**src/rtl/skew_align.sv**
```systemverilog
// -----------------------------------------------------------------------------
// skew_align
//   Multi-lane deskew aligner. Every lane runs through its own programmable
//   delay line (0..MAXD cycles) so that lanes arriving with relative skew
//   leave the block aligned. A calibration FSM times a common marker edge
//   (bit 0 of each lane) on all lanes and then loads the per-lane delays
//   that line the lanes up with the latest one.
//
//   Ports
//     clk        rising-edge clock for all logic
//     rst        synchronous active-high reset (datapath and control)
//     din        lane data, lane i = din[i*W +: W]
//     cal_start  one-cycle calibration request, accepted only in IDLE
//     dout       aligned lane data, lane i = dout[i*W +: W]
//     cal_busy   high while the FSM is in ARM, WAIT or CALC
//     cal_done   one-cycle pulse while the FSM is in DONE
//     cal_err    sticky error flag, set in DONE, cleared by the next
//                accepted cal_start
//     skew_out   currently applied delay of each lane, lane i at [i*DW +: DW]
//
//   Latency through lane i is delay_i+1 cycles. The output register picks
//   either din (delay 0) or tap k-1 (delay k), which makes it equivalent to
//   reading stage k of a MAXD+1 stage line whose stage 0 is din registered.
// -----------------------------------------------------------------------------
module skew_align #(
   parameter int  CH      = 4,
   parameter int  W       = 1,
   parameter int  MAXD    = 7,
   parameter int  TIMEOUT = 255,
   localparam int DW      = $clog2(MAXD + 1),
   localparam int CW      = $clog2(TIMEOUT + 1)
) (
   input  logic              clk,
   input  logic              rst,
   input  logic [CH*W-1:0]   din,
   input  logic              cal_start,
   output logic [CH*W-1:0]   dout,
   output logic              cal_busy,
   output logic              cal_done,
   output logic              cal_err,
   output logic [CH*DW-1:0]  skew_out
);

   typedef enum logic [2:0] {
      S_IDLE,
      S_ARM,
      S_WAIT,
      S_CALC,
      S_DONE
   } state_t;

   // Delay chain: tap[c][0] is din registered once, tap[c][k] is din k+1 cycles old.
   logic [W-1:0]  tap    [CH][MAXD];
   logic [W-1:0]  sel    [CH];
   logic [DW-1:0] dly    [CH];

   state_t        state;
   logic [CW-1:0] cnt;
   logic [CH-1:0] seen;
   logic [CH-1:0] prev;
   logic [CW-1:0] t      [CH];
   logic [DW-1:0] newd   [CH];

   logic [CH-1:0] mark;
   logic [CH-1:0] rise;
   logic [CH-1:0] hit;
   logic [CH-1:0] seen_nx;
   logic [CW-1:0] tmax;
   logic [CW-1:0] tmin;

   // Skew between first and last lane must fit in the delay line.
   function automatic logic skew_in_range(input logic [CW-1:0] hi,
                                          input logic [CW-1:0] lo);
      return (hi - lo) <= CW'(MAXD);
   endfunction

   // A lane that saw the marker early waits for the latest lane; the
   // difference always fits in DW once skew_in_range holds.
   function automatic logic [DW-1:0] lane_delay(input logic [CW-1:0] hi,
                                                input logic [CW-1:0] ti);
      return DW'(hi - ti);
   endfunction

   // ---- stage: delay line and output select --------------------------------
   always_comb begin
      for (int c = 0; c < CH; c++) begin
         sel[c] = din[c*W +: W];
         for (int k = 1; k <= MAXD; k++) begin
            if (dly[c] == DW'(k)) sel[c] = tap[c][k-1];
         end
      end
   end

   always_ff @(posedge clk) begin
      if (rst) begin
         for (int c = 0; c < CH; c++) begin
            for (int k = 0; k < MAXD; k++) tap[c][k] <= '0;
         end
         dout <= '0;
      end else begin
         for (int c = 0; c < CH; c++) begin
            tap[c][0] <= din[c*W +: W];
            for (int k = 1; k < MAXD; k++) tap[c][k] <= tap[c][k-1];
            dout[c*W +: W] <= sel[c];
         end
      end
   end

   // ---- stage: marker edge detect and skew arithmetic ----------------------
   always_comb begin
      for (int c = 0; c < CH; c++) mark[c] = tap[c][0][0];
      rise    = mark & ~prev;
      hit     = rise & ~seen;
      seen_nx = seen | rise;
      tmax    = '0;
      tmin    = '1;
      for (int c = 0; c < CH; c++) begin
         if (t[c] > tmax) tmax = t[c];
         if (t[c] < tmin) tmin = t[c];
      end
   end

   always_comb begin
      skew_out = '0;
      for (int c = 0; c < CH; c++) skew_out[c*DW +: DW] = dly[c];
   end

   // ---- stage: calibration FSM ----------------------------------------------
   always_ff @(posedge clk) begin
      if (rst) begin
         state    <= S_IDLE;
         cnt      <= '0;
         seen     <= '0;
         prev     <= '0;
         cal_busy <= 1'b0;
         cal_done <= 1'b0;
         cal_err  <= 1'b0;
         for (int c = 0; c < CH; c++) begin
            t[c]    <= '0;
            newd[c] <= '0;
            dly[c]  <= '0;
         end
      end else begin
         cal_done <= 1'b0;
         case (state)
            S_IDLE: begin
               if (cal_start) begin
                  state    <= S_ARM;
                  cal_err  <= 1'b0;
                  cal_busy <= 1'b1;
               end
            end
            S_ARM: begin
               seen  <= '0;
               cnt   <= '0;
               prev  <= mark;
               for (int c = 0; c < CH; c++) t[c] <= '0;
               state <= S_WAIT;
            end
            S_WAIT: begin
               prev <= mark;
               seen <= seen_nx;
               for (int c = 0; c < CH; c++) begin
                  if (hit[c]) t[c] <= cnt;
               end
               // A last edge landing exactly on the timeout cycle still counts.
               if (&seen_nx) begin
                  state <= S_CALC;
               end else if (cnt == CW'(TIMEOUT)) begin
                  state    <= S_DONE;
                  cal_busy <= 1'b0;
                  cal_done <= 1'b1;
                  cal_err  <= 1'b1;
               end else begin
                  cnt <= cnt + CW'(1);
               end
            end
            S_CALC: begin
               for (int c = 0; c < CH; c++) newd[c] <= lane_delay(tmax, t[c]);
               state    <= S_DONE;
               cal_busy <= 1'b0;
               cal_done <= 1'b1;
               cal_err  <= ~skew_in_range(tmax, tmin);
            end
            S_DONE: begin
               // On error the previously applied delays stay in place.
               if (!cal_err) begin
                  for (int c = 0; c < CH; c++) dly[c] <= newd[c];
               end
               state <= S_IDLE;
            end
            default: begin
               state    <= S_IDLE;
               cal_busy <= 1'b0;
            end
         endcase
      end
   end

endmodule

```
**config.mk**
```make
export PLATFORM = sky130hd
export DESIGN_NAME = skew_align
export DESIGN_NICKNAME = d
export VERILOG_FILES = /design/src/rtl/skew_align.sv
export SDC_FILE = /design/constraint.sdc
export NUM_CORES = 1
export LEC_CHECK = 0
export BUFFER_PORTS_ARGS = -buffer_cell sky130_fd_sc_hd__buf_2
export CAP_MARGIN = 20
export CORE_AREA = 2 2 124 90
export DETAILED_ROUTE_END_ITERATION = 7
export DIE_AREA = 0 0 126 92
export GPL_TIMING_DRIVEN = 0
export PLACE_DENSITY = 0.83
export SYNTH_ARGS = -nofsm -noshare
export SYNTH_HDL_FRONTEND = slang
export SYNTH_SLANG_ARGS = --single-unit
```
**constraint.sdc**
```tcl
create_clock -name clk -period 13 [get_ports clk]
set_input_delay 3.9 -clock clk [delete_from_list [all_inputs] [get_ports clk]]
set_output_delay 3.9 -clock clk [all_outputs]
set_load 0.02 [all_outputs]
```
# --- After elaboration in Yosys (flattened, before gate mapping) ---
# Memory sizes are Yosys's and may differ from the RTL's.
# Index checks and enable logic that the tools add are counted.
word_totals:
  out_inout_bits: 19
  register_bits: 26
  word_cells: 254
  ramBits: 84
  inputBits: 7
  mem_count: 4
classes:
  add_sub_neg: 6
  muxes: 128
  reduce_logical: 10
  n_eq_ne: 38
  n_bitwise: 51
  magnitude_cmp: 9
memory_table:
  columns: ["name", "words", "width", "rd", "rd_clocked_by_memory_dff", "wr", "line", "rtl"]
  rows:
  - ["t", 4, 8, 4, 0, 4, "61", "logic [CW-1:0] t [CH];"]
  - ["tap", 4, 7, 4, 0, 4, "53", "logic [W-1:0] tap [CH][MAXD];"]
  - ["dly", 4, 3, 4, 0, 4, "55", "logic [DW-1:0] dly [CH];"]
  - ["newd", 4, 3, 4, 0, 4, "62", "logic [DW-1:0] newd [CH];"]
op_table:
  columns: ["cell", "count"]
  rows:
  - ["8-bit 2-to-1 mux", 18]
  - ["1-bit 2-to-1 mux", 93]
  - ["3-bit == test (second input constant)", 17]
  - ["1-bit bitwise OR", 44]
  - ["3-bit 2-to-1 mux", 11]
  - ["3-bit by 2-bit == test with 1-bit output (second input constant)", 10]
  - ["8-bit > comparator", 3]
  - ["8-bit < comparator", 3]
  - ["8-bit case mux with 2 select lines", 1]
  - ["3-bit by 1-bit == test with 1-bit output (second input constant)", 5]
  - ["3-bit case mux with 4 select lines", 1]
  - ["4-bit AND reduction", 3]
  - ["3-bit subtractor", 4]
  - ["8-bit by 1-bit adder with 8-bit output (second input constant)", 1]
  - ["4-bit bitwise AND", 2]
  - ["8-bit == test (second input constant)", 1]
  - ["8-bit by 1-bit > comparator with 1-bit output (second input constant)", 1]
  - ["8-bit by 3-bit <= comparator with 1-bit output (second input constant)", 1]
  - ["8-bit < comparator (second input constant)", 1]
  - ["2-bit != test (second input constant)", 4]
  - ["4-bit inverter", 2]
  - ["4-bit case mux with 2 select lines", 1]
  - ["8-bit subtractor", 1]
  - ["1-bit case mux with 3 select lines", 2]
  - ["other kinds (10)", 12]

# --- Logic depth before layout (Yosys ltp) ---
# Gate-level depths: netlist (run 1).
# An unclocked memory read counts as a cell.
logic_depth:
  word_depth: 13
  depth_mapped: 37
  depth_no_buf: 36

# --- Worst setup path after synthesis (run 1) ---
# No wires, ideal clock.
synth_timing:
  kind: "register to register"
  from: "memory t[0][1] in the netlist's numbering"
  to: "register cal_err"
  arrival_time_ps: 6836
  period_less_slack_ps: 6969
  path_stages_with_launch: 35
  n_path_buf: 1
  setup_ps: 133
  path_slack_ps: 6031
  t_required_ps: 12867
  cell_sequence: "edfxtp_1 > inv_1 > ha_1 > nor2b_1 > o211ai_2 > a21oi_2 > o21ai_1 > mux2i_1 > ha_1 > nand2_1 > nor2_1 > nand2_1 > and4b_1 > o221ai_1 > a21oi_1 > o21ai_0 > ha_1 > a21o_1 > a21o_1 > a21oi_1 > nand2b_1 > o311a_1 > and2_1 > buf_4 > mux2i_4 > ha_1 > inv_1 > a21oi_1 > a31oi_1 > nor3b_1 > a31oi_1 > nand3_1 > or3b_1 > a221oi_2 > a41oi_2"
synth_rtl:
  columns: ["element", "line", "rtl"]
  rows:
  - ["start: declaration", "61", null]
  - ["end signal: assignment", "183", "cal_err <= ~skew_in_range(tmax, tmin);"]
  - ["end: declaration", "40", "output logic cal_err,"]

==> metrics, run 1 <==
# rows=32; vias in the first global route=between 5000 and 6000; Most Crowded Layer GR=met2; core area=between 0.01 and 0.015 mm^2; cell leakage power=around 3.1 nW; Pre-Repair DR Iteration Count=5; R2R Setup Slk=roughly 4.6 ns; # IOs=26; grt met2 use=0.492; endpoints failing setup=0; Async SR Flop Fraction=0; top cell type by total area after synthesis=edfxtp_1; final worst slack=4.63 ns; CTS buffer count=9; Max Cap Violations=0; Slew Viols, Final=0; Iter 0 DRT Violations=roughly 630; Setup crit end=cal_err$_SDFFE_PP0P_; initial antenna violation count=0; H-tree depth=3; register area share after synthesis=0.388; grt ovf=0; Clk Latency, worst-skew pair=approximately 0.36 ns; number of synthesized flops with an enable pin=between 40 and 50; area of placed instances=about 0.007 mm^2; clk sinks=between 100 and 150; die area=approximately 0.012 mm^2; Slew HR=0.448; Layout Nets=approximately 840; reg2reg end=cal_err$_SDFFE_PP0P_; Mapped Avg Cell Area=9.25 um^2; fillers=between 800 and 900; Root Buffer=clkbuf_16; DR vias/cell=6.33; Antenna Cells=0; setup_tns=0 ns; met3 Use GR=0.0478; mean routed wirelength per cell=19.0 um; syn_nets=between 800 and 900; WP data arrival=~8.6 ns; cts repair resizes=0; Reg-to-Reg Start=t[1][3]$_SDFFCE_PN0P_; Critical Path Slowest Stage Cell=o21ai_1; most frequent cells in the layout=nor2_1, dfxtp_1, ha_1, edfxtp_1; Final period util=0.644; VDD IR max=around 0.000074 V; Max clock buf depth=2; final WL=roughly 18000 um; PortBufs=25; final instance area=between 0.007 and 0.008 mm^2; Setup crit end kind=register; status=completed; Die X=roughly 130 um; Most used DFF post-synth=dfxtp_1; Reg clk slew, reported paths=approximately 0.080 ns; share of layout cells above drive strength 1=0.103; Worst setup SP type=register; Pwr Total=0.916 mW; Synth Register Bits=110; antenna violation net count after detailed routing=0; postcts setup bufs=0; Placer Congestion=1.00; Max stage delay on crit path=0.57 ns; cts hold-fix bufs=0; mapped cell area=between 0.006 and 0.007 mm^2; Initial Util=0.655; PwrDens=approximately 120 mW/mm^2; largest net degree at the start of global routing=21; fin crit period=between 8 and 9 ns; routed via count=~5900; fmax=0.119 GHz; most common cell after layout, fill and taps aside=nor2_1; Fin Clk Skew=about 0.012 ns; pre-CTS setup slack=a little under 5 ns; global-route wire length before repair=28700 um; GRT Total Usage=0.315; HPWL Detailed=~13000 um; DIE HEIGHT=92 um; worst setup path startpoint=t[1][3]$_SDFFCE_PN0P_; Setup Crit Path Kind=register to register; Worst Path Max Fanout=10; distinct cell type count after synthesis=79; dominant cells by area after synthesis=edfxtp_1, dfxtp_1, ha_1; Yosys top cell area share=0.208; Worst Hold Class=register to register; Yosys Warn Count=0; CTS tree=done; endpoints failing hold=0; RSZ-0062 raised after global routing=false; Slew @ Worst Pin=roughly 0.82 ns; Layout area overhead=8.50%; Post-route DRC=0; cells after synthesis=around 750; critical path required time=13.23 ns; met1 Use GR=0.470; Reg2Reg Depth=34
[worst min-delay path by stage]
stage	from	to	slack, ns	cells past startpoint
after floorplan	tap[2][4]$_SDFF_PP0_	tap[2][3]$_SDFF_PP0_	0.43	1
after global placement	tap[1][1]$_SDFF_PP0_	tap[1][0]$_SDFF_PP0_	0.44	1
after detailed placement	tap[0][5]$_SDFF_PP0_	tap[0][4]$_SDFF_PP0_	0.45	1
after CTS	tap[0][5]$_SDFF_PP0_	tap[0][4]$_SDFF_PP0_	0.46	1
after global routing	tap[3][4]$_SDFF_PP0_	tap[3][3]$_SDFF_PP0_	0.47	1
final	tap[0][5]$_SDFF_PP0_	tap[0][4]$_SDFF_PP0_	0.46	1
[power breakdown]
group	switching, mW	total [mW]	internal [mW]
clock	0.131	0.267	0.136
combinational	0.157	0.261	0.104
sequential	0.0148	0.388	0.373
total	0.303	0.916	0.613
[cell usage after synthesis, types with 4 or more instances]
| cell | n |
|---|---|
| dfxtp_1 | 62 |
| a21oi_1 | 47 |
| o31ai_1 | 6 |
| a221oi_1 | 4 |
| or2_2 | 8 |
| a211oi_1 | 7 |
| a31oi_1 | 7 |
| nor3_1 | 16 |
| fa_1 | 5 |
| ha_1 | 48 |
| xnor2_1 | 11 |
| clkbuf_1 | 17 |
| nand2b_1 | 11 |
| o22ai_1 | 5 |
| o211ai_1 | 4 |
| a21o_1 | 13 |
| nor2_1 | 71 |
| nand3_1 | 9 |
| a311oi_1 | 5 |
| mux2i_1 | 18 |
| nor3b_1 | 7 |
| o21ai_0 | 35 |
| inv_1 | 43 |
| nand2_1 | 47 |
| mux2_2 | 8 |
| o221ai_1 | 4 |
| xor2_1 | 6 |
| buf_1 | 5 |
| nand4_1 | 8 |
| nand3b_1 | 4 |
| and2_1 | 46 |
| nor2b_1 | 39 |
| o21ai_1 | 4 |
| edfxtp_1 | 48 |
| a2bb2oi_1 | 4 |
[worst max-delay path, delay by kind of cell (launching register included)]
kind | cells | cell delay (ns)
AOI/OAI and AO/OA | 16 | 3.90
DFF | 1 | 0.50
buffers and inverters | 2 | 0.22
and+or+nand+nor | 10 | 1.75
adders and majority gates | 4 | 1.35
muxes | 2 | 0.51
[final cells by class]
type / instances / area, um^2 / share of cell area
clock buffer: 10 / 230 / 0.0307
buffer: 24 / 95.1 / 0.0127
tap: 136 / 170 / 0.0227
timing repair buffer: 25 / 125 / 0.0167
inverter: 44 / 165 / 0.0220
sequential: 110 / 2680 / 0.357
multi-input combinational: 570 / 3980 / 0.530
clock inverter: 6 / 62.6 / 0.00833
[registers in the layout, summed over array words and instances, names as in the netlist, 4 cells and up]
| signal | count |
|---|---|
| t | 32 |
| tap | 28 |
| dly | 12 |
| newd | 12 |
| cnt | 8 |
| dout | 4 |
| prev | 4 |
| seen | 4 |
[kinds of logic (layout without fill, tap and decap cells)]
group | count (synthesis) | in the layout | share of synthesized area
buffers and inverters | 68 | 109 | 0.0376
XOR/XNOR | 17 | 17 | 0.0215
multiplexers | 29 | 29 | 0.0461
AO/OA/AOI/OAI | 184 | 184 | 0.187
adder cells (fa/ha/maj) | 53 | 53 | 0.101
AND/OR/NAND/NOR | 287 | 287 | 0.219
flip-flops | 110 | 110 | 0.388
[routing by layer]
layer	up-vias	routed length (um)
met5	-	0
met4	0	167
met3	18	1430
met2	250	7850
met1	2816	8160
li1	2768	-
[metrics by stage]
stage / instances / hold slack (ns) / utilization
after global placement: 909 / 0.441 / 0.683
after detailed placement: 909 / 0.453 / 0.683
final: 925 / 0.460 / 0.710
after floorplan: 748 / 0.432 / -
after global routing: 925 / 0.472 / 0.710
after CTS: 925 / 0.461 / 0.710
Power figures use the tool's default switching activity.
==> run 2, diff against run 1 <==
--- a/config.mk
+++ b/config.mk
@@ -7,11 +7,11 @@
 export LEC_CHECK = 0
 export BUFFER_PORTS_ARGS = -buffer_cell sky130_fd_sc_hd__buf_2
 export CAP_MARGIN = 20
-export CORE_AREA = 2 2 124 90
+export CORE_AREA = 2 2 135 98
 export DETAILED_ROUTE_END_ITERATION = 7
-export DIE_AREA = 0 0 126 92
+export DIE_AREA = 0 0 137 100
 export GPL_TIMING_DRIVEN = 0
-export PLACE_DENSITY = 0.83
+export PLACE_DENSITY = 0.74
 export SYNTH_ARGS = -nofsm -noshare
 export SYNTH_HDL_FRONTEND = slang
 export SYNTH_SLANG_ARGS = --single-unit
==> constraint.sdc (replaced) <==
create_clock -name clk -period 7 [get_ports clk]
set_input_delay 2.1 -clock clk [delete_from_list [all_inputs] [get_ports clk]]
set_output_delay 2.1 -clock clk [all_outputs]
set_load 0.02 [all_outputs]
==> run 2 against run 1 <==
  * The flow now finishes with violations (negative setup slack)
  * Hold slack improved by 0.0059 ns
  * Sequential share of layout area decreased by 4.6 points
  * Highest routed layer unchanged
  * Utilization decreased by 2.7 points
  * Worst setup slack got worse by 4.7 ns
  * Clock skew increased by 0.0015 ns
==> metrics, run 2 (same netlist as run 1, synthesis figures left out) <==
Pre-Repair DR Iteration Count=5; # rows=35; CTS buffer count=9; area of placed instances=a little over 0.007 mm^2; DIE HEIGHT=about 100 um; HPWL Detailed=14000 um; Top reg by flops=t; multi-input logic area=~0.0045 mm^2; PortBufs=25; routed via count=around 6400; final worst slack=-0.0966 ns; endpoints failing hold=0; max reg flops=32; Clk Latency, worst-skew pair=roughly 0.35 ns; Root Buffer=clkbuf_16; fillers=946; final instance area=0.00862 mm^2; Setup crit end kind=register; H-tree depth=3; core area=approximately 0.013 mm^2; Max Cap Violations=0; most frequent cells in the layout=nor2_1, buf_4, dfxtp_1, edfxtp_1, and2_1; endpoints failing setup=1; Fin Clk Skew=~0.013 ns; Worst Path Max Fanout=7; setup_tns=-0.0966 ns; Die X=137 um; Layout Nets=roughly 910; antenna violation net count after detailed routing=0; vias in the first global route=between 5000 and 6000; Placer Congestion=1.04; Slew Viols, Final=0; Layout area overhead=24.6%; grt ovf=0; Post-route DRC=0; post-layout util=0.683; Iter 0 DRT Violations=between 600 and 700; hold slack final=approximately 0.47 ns; WP data arrival=between 7 and 8 ns; Worst Hold Class=register to register; Final period util=1.01; share of layout cells above drive strength 1=0.251; Max clock buf depth=2; Pwr Total=1.89 mW; Reg clk slew, reported paths=0.08 ns; Max stage delay on crit path=approximately 0.49 ns; DR vias/cell=about 6.2; VDD IR max=about 0.00014 V; Setup Crit Path Kind=register to register; cell leakage power=approximately 3.5 nW; Non-Filler Instances=1023; most common cell after layout, fill and taps aside=nor2_1; global-route wire length before repair=31100 um; Slew @ Worst Pin=about 1 ns; failing checks=negative setup slack; Initial Util=0.549; clk sinks=110; fin crit period=between 7 and 8 ns; final WL=about 21000 um; RSZ-0062 raised after global routing=true; status=complete, but fails checks; initial antenna violation count=0; GRT Total Usage=0.296; # IOs=26; largest net degree at the start of global routing=21; Antenna Cells=0; fmax=~0.14 GHz; Slew HR=0.323; DP Cell Count=939; Critical Path Slowest Stage Cell=edfxtp_1; CTS tree=done; biggest regs=t (32), tap (28); pre-CTS setup slack=-1.29 ns; FF+latch area=between 0.002 and 0.003 mm^2; critical path required time=just over 7 ns; PwrDens=between 200 and 250 mW/mm^2; Worst setup SP type=register; die area=between 0.01 and 0.015 mm^2; mean routed wirelength per cell=20.2 um
run 2: cell count changes in the layout (fill, tap and decap cells not counted), moves of 5 or more:
cell	delta
ha_4	+8
mux2i_4	+6
o21ai_0	-10
mux2i_1	-8
a21oi_1	-7
ha_1	-12
a21oi_4	+5
o21ai_2	+5
nand2_1	-5
buf_4	+64
run 2: critical path, delay by kind of cell, from the launching register on:
family | cells | cell delay, ns
simple gates | 13 | 2.14
compound gates | 10 | 1.83
fa+ha+maj | 4 | 0.98
mux | 3 | 0.84
buf+inv | 4 | 0.67
flops | 1 | 0.49
run 2: cell type report:
type                            count  area share
Clock buffer                       10      0.0266
Clock inverter                      6     0.00726
Tap cell                          166      0.0241
Inverter                           44      0.0192
Sequential cell                   110       0.311
Buffer                             22      0.0116
Timing Repair Buffer               95      0.0782
Multi-Input combinational cell    570       0.522
run 2: worst paths after layout:
kind / end / cells past startpoint / start / slack [ns]
hold / removal: tap[1][4]$_SDFF_PP0_ / 1 / tap[1][5]$_SDFF_PP0_ / 0.47
setup / recovery: cal_err$_SDFFE_PP0P_ / 34 / t[1][2]$_SDFFCE_PN0P_ / -0.1
setup reg to reg: cal_err$_SDFFE_PP0P_ / 34 / t[1][2]$_SDFFCE_PN0P_ / -0.1
hold reg to reg: tap[1][4]$_SDFF_PP0_ / 1 / tap[1][5]$_SDFF_PP0_ / 0.47
run 2: repair_timing:
| item | in CTS | in global routing |
|---|---|---|
| gates resized for setup | 66 | 49 |
| hold buffers | 0 | 0 |
| hold endpoints to repair | 0 | 0 |
| setup endpoints to repair | 10 | 4 |
| buffers inserted | 35 | 34 |
| pin swaps | 27 | 39 |
| gates cloned | 0 | 1 |
run 2: power by group:
| group | leakage, nW | switching [mW] | internal (mW) |
|---|---|---|---|
| sequential | 1.01 | 0.0261 | 0.693 |
| clock | 0.144 | 0.245 | 0.252 |
| combinational | 2.31 | 0.366 | 0.305 |
| total | 3.46 | 0.637 | 1.25 |
run 2: metal layers:
layer / GRT usage / share of wire
met1: 0.410 / 0.44
met2: 0.454 / 0.45
met5: 0 / 0
met3: 0.0773 / 0.088
met4: 0.0952 / 0.026
==> run 3, diff against run 2 <==
--- a/config.mk
+++ b/config.mk
@@ -5,7 +5,7 @@
 export SDC_FILE = /design/constraint.sdc
 export NUM_CORES = 1
 export LEC_CHECK = 0
-export BUFFER_PORTS_ARGS = -buffer_cell sky130_fd_sc_hd__buf_2
+export BUFFER_PORTS_ARGS = -buffer_cell sky130_fd_sc_hd__clkbuf_2
 export CAP_MARGIN = 20
 export CORE_AREA = 2 2 135 98
 export DETAILED_ROUTE_END_ITERATION = 7
==> run 3 against run 2 <==
  * The flow now finishes without violations
  * Worst setup slack gained 0.13 ns
  * Total power grew 2.8%
  * Via count shrank 1.0%
  * Clock-buffer cell count shrank 1
  * First-iteration DRC count grew 12%
  * Die area is the same
  * Sequential share of layout area grew 0.11 points
  * Hold slack lost 0.0065 ns
  * Register-to-register slack gained 0.13 ns
  * Final cell count shrank 0.20%
  * Critical path depth shrank 4
  * Sequential cell count is the same
==> metrics, run 3 (same netlist as run 1, synthesis figures left out) <==
die area=0.0137 mm^2; PortBufs=25; Antenna Cells=0; DIE HEIGHT=approximately 100 um; critical path required time=~7.2 ns; Slew HR=0.267; cts hold-fix bufs=0; final worst slack=around 0.030 ns; CTS tree=done; setup_tns=0 ns; # IOs=26; PwrDens=approximately 230 mW/mm^2; Pre-Repair DR Iteration Count=5; Max Cap Violations=0; Top reg by flops=t; RSZ-0062 raised after global routing=true; vias in the first global route=between 5000 and 6000; H-tree depth=3; Reg clk slew, reported paths=approximately 0.080 ns; Worst setup SP type=register; hold-critical path depth=1; GRT Total Usage=0.291; Die X=~140 um; Placer Congestion=approximately 0.99; fin crit period=6.97 ns; cell leakage power=3.46 nW; Root Buffer=clkbuf_16; Layout Nets=910; hold slack final=~0.46 ns; core area=roughly 0.013 mm^2; CP Buf/Inv Count=2; CTS buffer count=9; max reg flops=32; DR vias/cell=approximately 6.2; Setup Crit Path Kind=register to register; share of layout cells above drive strength 1=0.246; global-route wire length before repair=between 30000 and 40000 um; Worst Hold Class=register to register; endpoints failing hold=0; grt ovf=0; Max stage delay on crit path=0.49 ns; Max clock buf depth=2; biggest regs=t (32), tap (28); Setup crit end kind=register; mean routed wirelength per cell=between 20 and 25 um; Final period util=0.996; multi-input logic area=approximately 0.0044 mm^2; largest net degree at the start of global routing=23; Levels on crit path=30; status=completed; Top delay family on crit path=compound AO/OA/AOI/OAI gates; Slew Viols, Final=0; WP data arrival=between 7 and 8 ns; fillers=around 960; endpoints failing setup=0; Fin Clk Skew=about 0.01 ns; most common cell after layout, fill and taps aside=nor2_1; fmax=0.143 GHz; initial antenna violation count=0; antenna violation net count after detailed routing=0; Iter 0 DRT Violations=700; routed via count=approximately 6300; post-layout util=0.681; # rows=35; Layout area overhead=24.1%; Clk Latency, worst-skew pair=0.36 ns; Initial Util=0.549; pre-CTS setup slack=-1.20 ns; HPWL Detailed=~14000 um; final WL=between 20000 and 25000 um; most frequent cells in the layout=nor2_1, dfxtp_1, buf_4, edfxtp_1, and2_1; Slew @ Worst Pin=~1.1 ns; Critical Path Slowest Stage Cell=edfxtp_1; Post-route DRC=0; clk sinks=between 100 and 150; Worst Path Max Fanout=6; VDD IR max=between 0.0001 and 0.00015 V; FF+latch area=roughly 0.0027 mm^2; Reg2Reg Depth=30
==> run 3: cell count changes in the layout (fill, tap and decap cells not counted), sizes merged <==
cell,before,now
a21oi,50,51
buf,100,73
bufinv,0,1
clkbuf,27,50
==> run 3: path summary, 6_finish.rpt <==
| check | start | endpoint | slack [ns] |
|---|---|---|---|
| hold reg to reg | tap[1][1]$_SDFF_PP0_ | tap[1][0]$_SDFF_PP0_ | 0.46 |
| setup / recovery | t[1][1]$_SDFFCE_PN0P_ | cal_err$_SDFFE_PP0P_ | 0.03 |
| hold / removal | tap[1][1]$_SDFF_PP0_ | tap[1][0]$_SDFF_PP0_ | 0.46 |
| setup reg to reg | t[1][1]$_SDFFCE_PN0P_ | cal_err$_SDFFE_PP0P_ | 0.03 |
==> run 3: where the power goes <==
part           total [mW]  internal [mW]  switching, mW
Combinational       0.661          0.301          0.360
Sequential          0.719          0.693         0.0264
Clock               0.560          0.295          0.265
==> run 3: timing repair <==
action | in CTS | in global routing
setup endpoints to repair | 9 | 4
resized for setup | 51 | 60
pin swaps | 21 | 44
buffers inserted | 40 | 29
cloned | 1 | 0
==> run 3: final cells by class <==
class,count,share of cell area
clock buffer,9,0.0262
sequential,110,0.312
multi-input combinational,571,0.518
inverter,44,0.0192
timing repair buffer,93,0.0759
clock inverter,7,0.0128
buffer,21,0.0117
tap,166,0.0242
==> run 3: routing by layer <==
layer,global-route usage,vias up,wire length [um]
met1,0.417,3021,8730
li1,-,2907,-
met2,0.445,347,9280
met3,0.0581,51,1990
met5,0,-,0
met4,0.0888,0,440
==> run 3: worst reg2reg max path: cells and delay by family (launching register included) <==
family | cells | cell delay, ns
compound gates | 16 | 3.34
fa+ha+maj | 4 | 1.02
buf+inv | 2 | 0.30
flops | 1 | 0.49
mux | 2 | 0.52
simple gates | 6 | 1.19
==> run 3: through the flow <==
stage | total power [mW] | cells | area [um^2]
after floorplan | 1.09 | 748 | 6920
after global placement | 1.18 | 939 | 7250
after detailed placement | 1.21 | 939 | 7250
after CTS | 1.84 | 995 | 8120
after global routing | 2.02 | 1021 | 8590
final | 1.94 | 1021 | 8590
